$ cat config.mk
export PLATFORM = sky130hd
export DESIGN_NAME = program_loader
export DESIGN_NICKNAME = d
export VERILOG_FILES = /design/src/rtl/program_loader_pkg.sv /design/src/rtl/program_loader.sv
export SDC_FILE = /design/constraint.sdc
export NUM_CORES = 1
export LEC_CHECK = 0
export CORE_ASPECT_RATIO = 0.75
export CORE_MARGIN = 2
export CORE_UTILIZATION = 35
export CTS_BUF_LIST = sky130_fd_sc_hd__clkbuf_16
export CTS_CLUSTER_DIAMETER = 80
export DETAILED_ROUTE_END_ITERATION = 8
export SLEW_MARGIN = 20
export SYNTH_ARGS = -nofsm -noshare
export SYNTH_HDL_FRONTEND = slang
export SYNTH_SLANG_ARGS = --single-unit
$ cat constraint.sdc
create_clock -name clk -period 2.1 [get_ports clk]
set_clock_uncertainty 0.15 [all_clocks]
set_input_delay 0.42 -clock clk [delete_from_list [all_inputs] [get_ports clk]]
set_output_delay 0.42 -clock clk [all_outputs]
set_load 0.005 [all_outputs]
$ cat src/rtl/program_loader_pkg.sv
// Shared definitions for the program loader: FSM state encoding and the
// instruction-width to byte-count derivation.
package program_loader_pkg;

   typedef enum logic [2:0] {
      ST_IDLE  = 3'd0,
      ST_LOAD  = 3'd1,
      ST_CHECK = 3'd2,
      ST_DONE  = 3'd3,
      ST_ERR   = 3'd4
   } pl_state_e;

   function automatic int bytes_per_instr(input int instr_w);
      return instr_w / 8;
   endfunction

endpackage

$ cat src/rtl/program_loader.sv
// Loads a byte stream into instruction memory, MSB-first per instruction,
// then checks a trailing XOR checksum byte and releases the core on success.
module program_loader
   import program_loader_pkg::*;
#(
   parameter int ADDR_W  = 8,
   parameter int INSTR_W = 16
) (
   input  logic               clk,
   input  logic               reset,
   input  logic               start,
   input  logic [ADDR_W-1:0]  len,
   input  logic               in_valid,
   input  logic [7:0]         in_data,
   output logic               in_ready,
   output logic               mem_we,
   output logic [ADDR_W-1:0]  mem_waddr,
   output logic [INSTR_W-1:0] mem_wdata,
   output logic               cpu_reset,
   output logic               busy,
   output logic               done,
   output logic               err
);

   localparam int         BYTES     = bytes_per_instr(INSTR_W);
   localparam logic [7:0] LAST_BYTE = 8'(BYTES - 1);

   pl_state_e          state_q, state_d;
   logic [ADDR_W-1:0]  len_q, len_d;
   logic [ADDR_W-1:0]  idx_q, idx_d;
   logic [7:0]         bcnt_q, bcnt_d;
   logic [7:0]         acc_q, acc_d;
   logic [INSTR_W-1:0] asm_q, asm_d;
   logic               we_q, we_d;
   logic [ADDR_W-1:0]  waddr_q, waddr_d;
   logic [INSTR_W-1:0] wdata_q, wdata_d;

   logic               ready_s;
   logic               xfer_s;
   logic [INSTR_W-1:0] asm_next_s;
   logic [ADDR_W-1:0]  idx_inc_s;

   assign ready_s    = (state_q == ST_LOAD) || (state_q == ST_CHECK);
   assign xfer_s     = in_valid & ready_s;
   // Shift left by one byte; the oldest byte falls off the top.
   assign asm_next_s = INSTR_W'({asm_q, in_data});
   assign idx_inc_s  = idx_q + ADDR_W'(1);

   assign in_ready  = ready_s;
   assign busy      = ready_s;
   assign done      = (state_q == ST_DONE);
   assign err       = (state_q == ST_ERR);
   assign cpu_reset = (state_q != ST_DONE);
   assign mem_we    = we_q;
   assign mem_waddr = waddr_q;
   assign mem_wdata = wdata_q;

   // State and datapath registers; reset also drops any half-built word.
   always_ff @(posedge clk or negedge reset) begin
      if (!reset) begin
         state_q <= ST_IDLE;
         len_q   <= '0;
         idx_q   <= '0;
         bcnt_q  <= 8'd0;
         acc_q   <= 8'h00;
         asm_q   <= '0;
         we_q    <= 1'b0;
         waddr_q <= '0;
         wdata_q <= '0;
      end else begin
         state_q <= state_d;
         len_q   <= len_d;
         idx_q   <= idx_d;
         bcnt_q  <= bcnt_d;
         acc_q   <= acc_d;
         asm_q   <= asm_d;
         we_q    <= we_d;
         waddr_q <= waddr_d;
         wdata_q <= wdata_d;
      end
   end

   // Next-state and datapath update logic.
   always_comb begin
      state_d = state_q;
      len_d   = len_q;
      idx_d   = idx_q;
      bcnt_d  = bcnt_q;
      acc_d   = acc_q;
      asm_d   = asm_q;
      we_d    = 1'b0;
      waddr_d = waddr_q;
      wdata_d = wdata_q;
      case (state_q)
         ST_IDLE, ST_DONE, ST_ERR: begin
            if (start) begin
               len_d   = len;
               idx_d   = '0;
               bcnt_d  = 8'd0;
               acc_d   = 8'h00;
               asm_d   = '0;
               state_d = (len == '0) ? ST_CHECK : ST_LOAD;
            end else begin
               state_d = state_q;
            end
         end
         ST_LOAD: begin
            if (xfer_s) begin
               asm_d = asm_next_s;
               acc_d = acc_q ^ in_data;
               if (bcnt_q == LAST_BYTE) begin
                  bcnt_d  = 8'd0;
                  we_d    = 1'b1;
                  waddr_d = idx_q;
                  wdata_d = asm_next_s;
                  idx_d   = idx_inc_s;
                  state_d = (idx_inc_s == len_q) ? ST_CHECK : ST_LOAD;
               end else begin
                  bcnt_d = bcnt_q + 8'd1;
               end
            end else begin
               state_d = ST_LOAD;
            end
         end
         ST_CHECK: begin
            if (xfer_s) begin
               state_d = (in_data == acc_q) ? ST_DONE : ST_ERR;
            end else begin
               state_d = ST_CHECK;
            end
         end
         default: begin
            state_d = ST_IDLE;
         end
      endcase
   end

endmodule

==> run metrics, run 1 <==
Power Density=about 1300 nW/um2; Top FF cell, synth=dfrtp_1; M2 GR Usage=0.263; critical path depth in cells=8; I/O pins=50; largest net degree at the start of global routing=55; WP data required=about 2.2 ns; violated checks=setup timing; hold crit path type=register to register; # H-tree levels=3; Post-DRT Antenna Nets=0; relative slew slack=0.654; Hold Fails Final Rpt=0; CTS Sinks=a little under 70; Clock transition at path regs=approximately 0.06 ns; count of cell types in the netlist=50; Post-synth top cells=130 x nand2_1, 68 x dfrtp_1, 32 x o21ai_0; Worst Setup Start Kind=register; register area share after synthesis=0.501; crit path buf inv count=3; Max-cap violations=0; Post-synth EDFFs=0; FMAX=around 450 MHz; port bufs=approximately 50; Synth Register Bits=68; Final Setup Violations=31; Top cell by count, worst path=nand2_1; initial antenna violation count=0; Initial Util=0.356; 1st-iter DRT viols=220; R2R depth=8; routability congestion estimate=about 0.89; Power, Total=between 6000 and 7000 uW; Synth area leaders=dfrtp_1 50%, nand2_1 14%, o21ai_0 4.7%; synth warn=0; Vias/cell=a little under 5; worst-margin pin slew=0.519 ns; Setup CP Type=register to register; Worst Hold Slack=about 0.32 ns; FF-to-FF Start=bcnt_q[1]; Global Route Usage Sum=0.175; Syn Inst Count=roughly 400; CTS tree=built; Top delay family on crit path=simple AND/OR/NAND/NOR gates; area share of the largest cell type after synthesis=0.501; status=complete, but fails checks; die area=about 11000 um2; Worst Setup EP=mem_waddr[0]; area grow syn2layout=45.2%; Routed WL=between 8000 and 9000 um; TritonCTS Buffers=9; RSZ-0062 raised after global routing=yes; Clock Latency Late Sink=roughly 0.33 ns; Worst Path Arrival=between 2 and 2.5 ns; fin. max-slew vios=0; critical path fanouts, max=8; via count=3081; Non-Filler Instances=around 640; Leak=0.00232 uW; TritonRoute pass-1 iters=4; Post-Syn Area=3390 um2; Critical Path Start=bcnt_q[1]; placed cells=roughly 600; Avg Synthesized Cell Area=~8.7 um2; final worst slack=-0.0981 ns; post-synth top area cell=dfrtp_1; DRC=0; post-DR wirelength/cell=14.0 um; CP Capture Type=register; first-pass GRT wire length=approximately 14000 um; M3 GR Usage=0.0510; Die Span Y=slightly below 90 um; Core Region=about 9500 um2; VDD IR-drop max=between 0.0006 and 0.0007 V; DP HPWL=between 5000 and 6000 um; CP max stage delay=~0.5 ns; Final min period=around 2.2 ns; Final nets=approximately 520; clock buffer depth=2; Reg2Reg Setup Slack=-0.1 ns; M1 GR Usage=0.247; row count=31; reg2reg end=mem_waddr[0]; period utilisation layout=1.05; grt peak-use layer=met2; async set-reset flop share out of synthesis=1.00; post-synth net total=about 420; CTS Root Cell=clkbuf_16; grt ovf=0; vias in the first global route=2879; Die Wd=roughly 120 um; fill cell count=approximately 900; crit-path cells=inv_1, ha_1, or4b_4, or3_4, buf_12, clkbuf_16, nand2_1, nand2_1; # diodes=0; hold wc startpoint=mem_wdata[13]; layout cells sized above 1=0.225; slowest stage cell on the critical path=or4b_4; count leader, synth=nand2_1
==> logic make-up after synthesis <==
family,synth area share
AND/OR/NAND/NOR,0.270
AO/OA/AOI/OAI,0.122
flip-flops,0.501
buffers and inverters,0.0428
XOR/XNOR,0.0490
adder cells (fa/ha/maj),0.0111
multiplexers,0.00295
==> routing by layer <==
layer | wire length [um] | up-vias | part of all wire
li1 | - | 1536 | -
met1 | 4500 | 1445 | 0.51
met2 | 3800 | 87 | 0.43
met3 | 447 | 13 | 0.050
met4 | 116 | 0 | 0.013
met5 | 0 | - | 0
==> worst register-to-register path, cell delays in order (launching register included) <==
cell       delay (ns)
dfrtp_1          0.38
inv_1            0.06
ha_1             0.14
or4b_4           0.50
or3_4            0.43
buf_12           0.17
clkbuf_16        0.16
nand2_1          0.07
nand2_1          0.05
==> worst min path at each step <==
stage	to	slack, ns	cells past startpoint
final	mem_wdata[13]	0.32	2
after global routing	mem_waddr[0]	0.34	2
after CTS	mem_wdata[10]	0.33	2
after detailed placement	mem_wdata[14]	0.20	1
after global placement	mem_waddr[0]	0.19	1
after floorplan	acc_q[0]	-0.03	0
==> final cells by class <==
type | instances | area [um2] | area share
inverter | 7 | 33.8 | 0.00686
sequential | 68 | 1710 | 0.346
timing repair buffer | 115 | 1090 | 0.221
clock inverter | 7 | 75.1 | 0.0152
clock buffer | 9 | 225 | 0.0457
multi-input combinational | 297 | 1630 | 0.331
tap | 132 | 165 | 0.0335
==> state kept, by name, summed over array words and instances, names as in the netlist <==
register and cells:
state_q 3, asm_q 8, idx_q 8, mem_we 1, mem_wdata 16, bcnt_q 8
mem_waddr 8, len_q 8, acc_q 8
==> through the flow <==
stage / util / setup TNS, ns / cell area [um2] / setup WS [ns]
6_report: 0.516 / -2.18 / 4930 / -0.0981
5_1_grt: 0.516 / -4.31 / 4930 / -0.146
4_1_cts: 0.506 / -1.34 / 4820 / -0.0585
3_5_place_dp: 0.454 / -8.92 / 4330 / -0.362
3_3_place_gp: 0.454 / -7.78 / 4330 / -0.331
2_1_floorplan: - / -0.0161 / 3400 / -0.0136
==> layout by cell type, fill, tap and decap left out, drive strengths merged, types with 4 or more instances in the layout <==
cell type        n
clkbuf          12
a21oi            6
and3             4
dfrtp           68
nand4            5
inv              9
nand2          130
or3              4
o21ai           46
clkdlybuf4s50   43
nand3            5
nand3b           8
nand2b           4
xor2             6
nor2            26
buf             64
xnor2           13
==> timing repair <==
action / 4_1_cts / 5_1_grt
endpoints found under the hold margin: 14 / 0
pin swaps: 7 / 2
cloned: 2 / 1
hold buffers: 1 / 0
buffers inserted: 10 / 5
gates resized for setup: 22 / 17
endpoints found under the setup margin: 44 / 41
==> power by group <==
group	internal (uW)	leakage (uW)	switching, uW
combinational	1550	0.00131	1440
sequential	1770	0.000874	310
clock	925	0.000138	601
Power figures use the tool's default switching activity.
==> run 2: changes to the inputs <==
--- a/config.mk
+++ b/config.mk
@@ -11,6 +11,7 @@
 export CTS_BUF_LIST = sky130_fd_sc_hd__clkbuf_16
 export CTS_CLUSTER_DIAMETER = 80
 export DETAILED_ROUTE_END_ITERATION = 8
+export REMOVE_ABC_BUFFERS = 1
 export SLEW_MARGIN = 20
 export SYNTH_ARGS = -nofsm -noshare
 export SYNTH_HDL_FRONTEND = slang
==> run 2 against run 1 <==
  * The run still ends with setup timing left
  * First-iteration DRC count grew 36%
  * Via count shrank 2.8%
  * Critical endpoint is now idx_q[6]
  * Total power shrank 2.1%
  * Worst hold slack is essentially flat
  * Count of clock-buffer cells in the layout is the same
  * Largest power group unchanged
==> run metrics, run 2 (synthesis gave the netlist of run 1 again) <==
Hold Fails Final Rpt=0 (unchanged); post-DR wirelength/cell=13.7 um (-1.6%); period utilisation layout=1.02 (-0.0247); fill cell count=903 (-0.44%); Power Density=1360 nW/um2 (+1.9%); grt ovf=0 (unchanged); Worst Hold Slack=0.319 ns (-0.000420 ns); Global Route Usage Sum=0.175 (-0.000388); row count=31 (unchanged); grt peak-use layer=met2; Util after Layout=0.496 (-0.0201); layout cells sized above 1=0.171 (-0.0539); CTS tree=built; DP HPWL=6040 um (+2.5%); Fin Setup TNS=-0.255 ns (+1.93 ns); Final min period=2.15 ns (-0.0518 ns); I/O pins=50 (unchanged); 1st-iter DRT viols=299 (+36%); Power, Total=6460 uW (-2.1%); VDD IR-drop max=0.000436 V (-32%); largest net degree at the start of global routing=69 (+25%); M1 GR Usage=0.246 (-0.000986); area of the multi-input gates=1600 um2 (-2.3%); Worst Setup Start Kind=register; # H-tree levels=3 (unchanged); M2 GR Usage=0.266 (+0.00370); Largest register FFs=16 (unchanged); M3 GR Usage=0.0485 (-0.00255); worst-margin pin slew=0.468 ns (-0.0507 ns); commonest cells after routing, fill and taps aside=129 x nand2_1, 65 x dfrtp_1, 43 x clkdlybuf4s50_1, 43 x buf_4, 31 x o21ai_0; Routed WL=8480 um (-4.3%); Worst Path Arrival=2.25 ns (-0.02 ns); Clock Latency Late Sink=0.33 ns (about the same); WP data required=2.21 ns (+0.04 ns); critical path fanouts, max=13 (+5); final worst slack=-0.0462 ns (+0.0518 ns); via count=2995 (-2.8%); CTS Sinks=68 (unchanged); # diodes=0 (unchanged); Max-cap violations=0 (unchanged); status=complete, but fails checks; Initial Util=0.356 (unchanged); Vias/cell=4.85 (-0.12%); Die Span Y=89.3 um (unchanged); initial antenna violation count=0 (unchanged); DRC=0 (unchanged); RSZ-0062 raised after global routing=yes; relative slew slack=0.686 (+0.0321); die area=10500 um2 (unchanged); vias in the first global route=2887 (+0.28%); Leak=0.00221 uW (-4.8%); Post-DRT Antenna Nets=0 (unchanged); dpl ws=-0.137 ns (+0.225 ns); clock buffer depth=2 (unchanged); violated checks=setup timing; routability congestion estimate=0.868 (-2.9%); area grow syn2layout=39.6%; TritonRoute pass-1 iters=4 (unchanged); Reg area=1710 um2 (unchanged); most common cell after layout, fill and taps aside=nand2_1; fin. max-slew vios=0 (unchanged); Final Setup Violations=7 (-77%); CTS Root Cell=clkbuf_16; hold crit path type=register to register; TritonCTS Buffers=9 (unchanged); CP Capture Type=register; port bufs=49 (unchanged); Clock transition at path regs=0.06 ns (about the same); Die Wd=118 um (unchanged); first-pass GRT wire length=14300 um (-1.1%); Core Region=9540 um2 (unchanged); FMAX=466 MHz (+2.4%); Setup CP Type=register to register; Final nets=504 (-3.3%)
## run 2: changes by cell type in the layout (fill, tap and decap cells not counted), moves of 3 or more
cell     previous run  this run
nor2_2              5         2
o21ai_1            10        13
nor2_1             19        22
buf_4              56        43
## run 2: metal layers
metal  up-vias  share of wire
met4         0         0.0060
met1      1419           0.51
met2        81           0.44
met3         5          0.051
met5         -              0
li1       1490              -
## run 2: area by class of cell
cell class                      count  area share
Inverter                            7     0.00661
Timing Repair Buffer               98       0.190
Multi-Input combinational cell    297       0.337
Tap cell                          132      0.0349
Clock inverter                      7      0.0243
Sequential cell                    68       0.360
Clock buffer                        9      0.0476
## run 2: worst paths after layout
| path | start | endpoint | slack [ns] | depth (start not counted) |
|---|---|---|---|---|
| hold / removal | mem_wdata[8] | mem_wdata[8] | 0.32 | 2 |
| max in group asynchronous | reset | state_q[1] | 0.99 | 3 |
| hold reg to reg | mem_wdata[8] | mem_wdata[8] | 0.32 | 2 |
| setup / recovery | bcnt_q[1] | idx_q[6] | -0.05 | 8 |
| min in group asynchronous | reset | mem_waddr[4] | 0.49 | 3 |
| setup reg to reg | bcnt_q[1] | idx_q[6] | -0.05 | 8 |
## run 2: report_power, final
part	total, uW	internal (uW)	switching (uW)
combinational	2660	1330	1340
sequential	2070	1770	301
clock	1720	1150	570
## run 2: timing repair
action / 4_1_cts / 5_1_grt
hold buffers: 1 / 0
gates resized for setup: 24 / 4
endpoints found under the setup margin: 30 / 40
endpoints found under the hold margin: 68 / 0
setup buffers: 6 / 0
pin swaps: 5 / 2
## run 2: through the flow
stage,instance area [um2],std cells
finish,4740,618
global route,4740,618
CTS,4720,618
detailed placement,4270,595
global placement,4270,595
floorplan,3280,372
## run 2: critical path, stage by stage, from the launching register on
cell and delay [ns]:
dfrtp_1 0.37, inv_1 0.06, ha_1 0.13, or4b_4 0.50
or3_4 0.44, buf_8 0.17, a21oi_1 0.11, o21ai_1 0.07
o21ai_1 0.07
